===== src/rtl/irq_arbiter.sv =====
// rtl/irq_arbiter.sv - memory-mapped fixed-priority nested interrupt controller
// Optional build macro: IRQ_ARB_SYNC_EN (two-flop synchronizer on each irq_src bit)
module irq_arbiter #(
    parameter int          N_SRC     = 6,
    parameter logic [31:0] BASE_ADDR = 32'h00007F40
) (
    input  logic             clk,
    input  logic             reset,
    input  logic [N_SRC-1:0] irq_src,
    input  logic [31:0]      PrAddr,
    input  logic [31:0]      PrWD,
    input  logic             PrWe,
    output logic [31:0]      PrRD,
    output logic             hit,
    output logic             irq_out
);

    localparam int         ID_W        = 5;
    localparam logic [2:0] OFF_PENDING = 3'd0;
    localparam logic [2:0] OFF_ENABLE  = 3'd1;
    localparam logic [2:0] OFF_MODE    = 3'd2;
    localparam logic [2:0] OFF_CLAIM   = 3'd3;
    localparam logic [2:0] OFF_DONE    = 3'd4;
    localparam logic [2:0] OFF_INSERV  = 3'd5;

    logic [N_SRC-1:0] s;
    logic [N_SRC-1:0] prev;
    logic [N_SRC-1:0] pending;
    logic [N_SRC-1:0] enable;
    logic [N_SRC-1:0] mode;
    logic [N_SRC-1:0] in_service;

    logic [N_SRC-1:0] edge_det;
    logic [N_SRC-1:0] claim_sel;
    logic [N_SRC-1:0] complete_sel;
    logic [N_SRC-1:0] prio_ok;
    logic [N_SRC-1:0] eligible;
    logic [N_SRC-1:0] mode_to_level;
    logic [N_SRC-1:0] pending_next;
    logic [ID_W-1:0]  claim_id;
    logic [2:0]       offset;
    logic             wr;
    logic             blocked;
    logic             unused_addr_bits;

`ifdef IRQ_ARB_SYNC_EN
    logic [N_SRC-1:0] sync_q1;
    logic [N_SRC-1:0] sync_q2;

    // Two-flop synchronizer for sources on foreign clock domains
    always_ff @(posedge clk or posedge reset) begin
        if (reset) begin
            sync_q1 <= '0;
            sync_q2 <= '0;
        end else begin
            sync_q1 <= irq_src;
            sync_q2 <= sync_q1;
        end
    end

    assign s = sync_q2;
`else
    assign s = irq_src;
`endif

    // Byte-address decode; the low two address bits select nothing
    assign hit              = (PrAddr[31:5] == BASE_ADDR[31:5]);
    assign offset           = PrAddr[4:2];
    assign wr               = PrWe & hit;
    assign unused_addr_bits = ^PrAddr[1:0];
    assign edge_det         = s & ~prev;

    // Decode CLAIM/COMPLETE values into one-hot source selects
    always_comb begin
        claim_sel    = '0;
        complete_sel = '0;
        for (int i = 0; i < N_SRC; i++) begin
            claim_sel[i]    = wr && (offset == OFF_CLAIM) && (PrWD == 32'(i + 1)) && pending[i];
            complete_sel[i] = wr && (offset == OFF_DONE) && (PrWD == 32'(i + 1));
        end
    end

    // A source is priority-qualified only if it is above every in-service source
    always_comb begin
        prio_ok = '0;
        blocked = 1'b0;
        for (int i = 0; i < N_SRC; i++) begin
            blocked    = blocked | in_service[i];
            prio_ok[i] = ~blocked;
        end
    end

    assign eligible = pending & enable & prio_ok;
    assign irq_out  = |eligible;

    // Lowest eligible index wins; report it as ID+1, 0 when nothing is eligible
    always_comb begin
        claim_id = '0;
        for (int i = N_SRC - 1; i >= 0; i--) begin
            if (eligible[i]) begin
                claim_id = ID_W'(i + 1);
            end
        end
    end

    // Edge bits latch until claimed (a fresh edge beats a claim); level bits follow the source
    always_comb begin
        mode_to_level = (wr && (offset == OFF_MODE)) ? (mode & ~PrWD[N_SRC-1:0]) : '0;
        pending_next  = (mode & ((pending & ~claim_sel) | edge_det)) | (~mode & s);
        pending_next  = pending_next & ~mode_to_level;
    end

    // Register block state and source history
    always_ff @(posedge clk or posedge reset) begin
        if (reset) begin
            prev       <= '0;
            pending    <= '0;
            enable     <= '0;
            mode       <= '0;
            in_service <= '0;
        end else begin
            prev       <= s;
            pending    <= pending_next;
            in_service <= (in_service | claim_sel) & ~complete_sel;
            if (wr && (offset == OFF_ENABLE)) begin
                enable <= PrWD[N_SRC-1:0];
            end
            if (wr && (offset == OFF_MODE)) begin
                mode <= PrWD[N_SRC-1:0];
            end
        end
    end

    // Zero-latency read mux with no side effects
    always_comb begin
        PrRD = '0;
        if (hit) begin
            case (offset)
                OFF_PENDING: PrRD = 32'(pending);
                OFF_ENABLE:  PrRD = 32'(enable);
                OFF_MODE:    PrRD = 32'(mode);
                OFF_CLAIM:   PrRD = 32'(claim_id);
                OFF_INSERV:  PrRD = 32'(in_service);
                default:     PrRD = '0;
            endcase
        end
    end

endmodule


===== config.mk =====
export PLATFORM = sky130hd
export DESIGN_NAME = irq_arbiter
export DESIGN_NICKNAME = d
export VERILOG_FILES = /design/src/rtl/irq_arbiter.sv
export SDC_FILE = /design/constraint.sdc
export NUM_CORES = 1
export LEC_CHECK = 0
export BUFFER_PORTS_ARGS = -buffer_cell sky130_fd_sc_hd__clkbuf_2
export CORE_ASPECT_RATIO = 1.75
export CORE_UTILIZATION = 35
export CTS_CLUSTER_SIZE = 8
export DETAILED_ROUTE_END_ITERATION = 10
export HOLD_SLACK_MARGIN = 0.02
export PLACE_DENSITY = 0.74
export SLEW_MARGIN = 15
export SYNTH_ARGS = -nofsm -noshare
export SYNTH_HDL_FRONTEND = slang
export SYNTH_SLANG_ARGS = --single-unit

===== constraint.sdc =====
create_clock -name clk -period 2.4 [get_ports clk]
set_input_delay 0.36 -clock clk [delete_from_list [all_inputs] [get_ports clk]]
set_output_delay 0.36 -clock clk [all_outputs]
set_load 0.05 [all_outputs]

==> results.md <==
- Status: complete, no violations
- Die height: 105.3 µm
- Final setup fails: 0
- PortBufs: 78
- Met2 usage: 0.3509
- Final min period: 2.389 ns
- CTS tree: built
- CP Launch Point: PrAddr[16]
- Worst-path clk slew: 0.06 ns
- Pre-Repair DR Iteration Count: 4
- GR Util met1: 0.2242
- Top post-synthesis cells by area: dfrtp_1 35%, buf_4 9.1%, mux2_4 4.2%
- Placed wire-length estimate: 4875 µm
- WL final: 6023 µm
- Post-synth EDFFs: 0
- Core area: 5879 µm²
- Mean Syn Cell Area: 9.281 µm²
- Distinct cells, synth: 47
- Mapped Cells: 230
- Layout Nets: 407
- Mapped cell area: 2135 µm²
- Yosys reg bits: 30
- Vias in the first global route: 2142
- Starting Density: 0.3631
- Synth Flop Type: dfrtp_1
- Mux cell area share after synthesis: 0.08324
- Final std cells w/o fill: 413
- Synth Area in Compound Gates: 0.1753
- Final hold slack: 0.1294 ns
- Wire length per cell: 14.58 µm
- Die area: 6428 µm²
- CTS Root Cell: clkbuf_8
- Antenna Nets Post-Route: 0
- Setup crit end kind: output port
- Max_cap viols: 0
- Post-Synth Adder-Cell Area: 0
- Met3 Use GR: 0.03436
- FP Rows: 37
- Clock latency on the worst-skew pair: 0.28 ns
- Simple-Gate Fraction of Synth Area: 0.2773
- Area grow syn2layout: 36.11%
- Fin area: 2905 µm²
- Worst-path fanout max: 5
- # IOs: 107
- Dominant cell type by area after synthesis: dfrtp_1
- Sequential share of the synthesized area: 0.3517
- Total GRT Usage: 0.2003
- Largest family of logic cells by synthesized area: simple AND/OR/NAND/NOR gates
- Die width: 61.04 µm
- Initial antenna violation count: 0
- Total number of vias: 2216
- Antenna Cells: 0
- Global-route wire length before repair: 9756 µm
- Xor/xnor cell area share of the yosys netlist: 0
- WS Path Type: primary input to output port
- Hold crit path type: primary input to asynchronous set/reset pin
- FF-to-FF Start: mode[2]
- Clock tree buffer depth: 2
- GRT Max-Usage Layer: met2
- Max Freq: 418.6 MHz
- Pwr/cell area: 402.3 nW/µm²
- Grt ovf: 0
- H-Tree Depth: 2
- Peak supply drop: 0.0002755 V
- Post-placement cell count: 404
- Startpoint Class: primary input
- Fin crit share: 0.9955
- Post-layout util: 0.4941
- Hold Vio Cnt, Final: 0
- GPL Wtd Cong: 0.9133
- TritonCTS buffer count: 5
- Synth async-reset ratio: 1.000
- Max Slew Vio Count: 0
- Clock sink total: 30
- RSZ-0062 raised after global routing: true
- Largest net degree at the start of global routing: 31
- Layout cells sized above 1: 0.4299
- Top-area cell type share of the netlist area: 0.3517
- Worst Skew: 0.002303 ns
- Area after DPL: 2755 µm²
- Lkg Pwr: 1.364 nW
- Arrival @ worst endpoint: 2.03 ns
- YS warnings: 0
- DR iter-0 viols: 51
- Drc violations: 0
- CP required: 2.04 ns
- Vias per cell: 5.366
==> cell usage after synthesis, drive strengths merged, types with 5 or more instances <==
cell / count
nor3b: 7
nand2: 14
buf: 27
nor3: 8
or4: 9
nand4: 5
or3: 5
clkbuf: 5
nor2b: 5
mux2: 12
nor2: 14
a21boi: 5
nor4: 7
dfrtp: 30
a22oi: 8
a21oi: 11
nand2b: 5
a31oi: 5
==> worst paths after layout <==
| kind | endpoint | slack (ns) | cells after the start |
|---|---|---|---|
| worst max-delay path | PrRD[1] | 0.01 | 8 |
| worst min-delay path | mode[0] | 0.13 | 3 |
| worst max register to register | pending[2] | 1.26 | 3 |
| worst min register to register | pending[3] | 0.56 | 3 |
| max in group asynchronous | in_service[3] | 1.95 | 3 |
| min in group clk | prev[0] | 0.20 | 1 |
==> metal layers <==
layer	part of all wire	wire length, µm
met3	0.067	404
met4	0.026	155
met2	0.54	3223
met1	0.37	2239
met5	0	0
==> cells by family (layout without fill, tap and decap cells) <==
kind of cell,Yosys count,in the layout
simple gates,97,97
flops,30,30
other cells,1,26
mux,14,14
compound gates,53,53
buf+inv,35,115
==> cell type report <==
type,instances,area [µm²]
fillers,579,2974
well taps,78,97.59
clock inverters,1,5.005
flip-flops and latches,30,752.0
clock buffers,7,86.33
inverters,3,11.26
repair buffers,104,663.1
multi-input cells,190,1290
==> stage by stage <==
stage	setup WS, ns	setup TNS (ns)	total power [mW]
floorplan	-0.2948	-1.312	0.7060
global placement	-0.1222	-0.5476	0.7593
detailed placement	-0.1135	-0.6982	0.7638
CTS	0.006146	0	1.178
global route	-0.08647	-0.2201	1.229
finish	0.01082	0	1.169
==> registers in the layout (all words and copies together) (netlist names) <==
register / count
enable: 6
in_service: 6
mode: 6
pending: 6
prev: 6
==> power by group <==
part	total [mW]	switching, mW	internal, mW
Clock	0.411	0.181	0.231
Sequential	0.525	0.00870	0.516
Combinational	0.233	0.160	0.0726
==> critical path, cell delays in order <==
cell and delay (ns):
clkbuf_2 0.08, or4_4 0.54, nor4_4 0.31, nand2_1 0.12
a21o_4 0.24, a21oi_2 0.12, buf_4 0.13, buf_12 0.12
==> repair_timing <==
| item | in CTS | in global routing |
|---|---|---|
| pin swaps | 3 | 3 |
| buffers inserted | 1 | 0 |
| hold buffers | 0 | 0 |
| gates resized for setup | 11 | 7 |
| setup endpoints to repair | 6 | 7 |
==> cells in the final DEF, fill, tap and decap left out, types with 2 or more instances in the layout <==
cell	synthesis	routed
a211oi_1	4	4
a21boi_0	5	4
a21oi_1	11	8
a21oi_2	0	3
a22oi_1	8	8
a31oi_1	5	5
a41oi_1	4	4
and2_1	3	2
buf_12	0	5
buf_4	26	27
clkbuf_2	0	71
clkbuf_8	0	6
conb_1	1	26
dfrtp_1	30	29
inv_1	3	3
mux2_2	6	6
mux2_4	6	6
mux2i_1	2	2
nand2_1	14	14
nand2b_1	5	5
nand3_1	3	3
nand3b_1	2	2
nand4_1	5	5
nor2_1	14	12
nor2_2	0	2
nor2b_1	5	5
nor3_1	8	7
nor3b_1	7	7
nor4_1	6	5
nor4_4	1	2
o21ai_0	4	3
o22a_1	4	4
or2_2	3	3
or3_1	5	5
or4_1	8	7
or4_4	1	2
or4b_2	2	2
(Power assumes the default switching activity.)
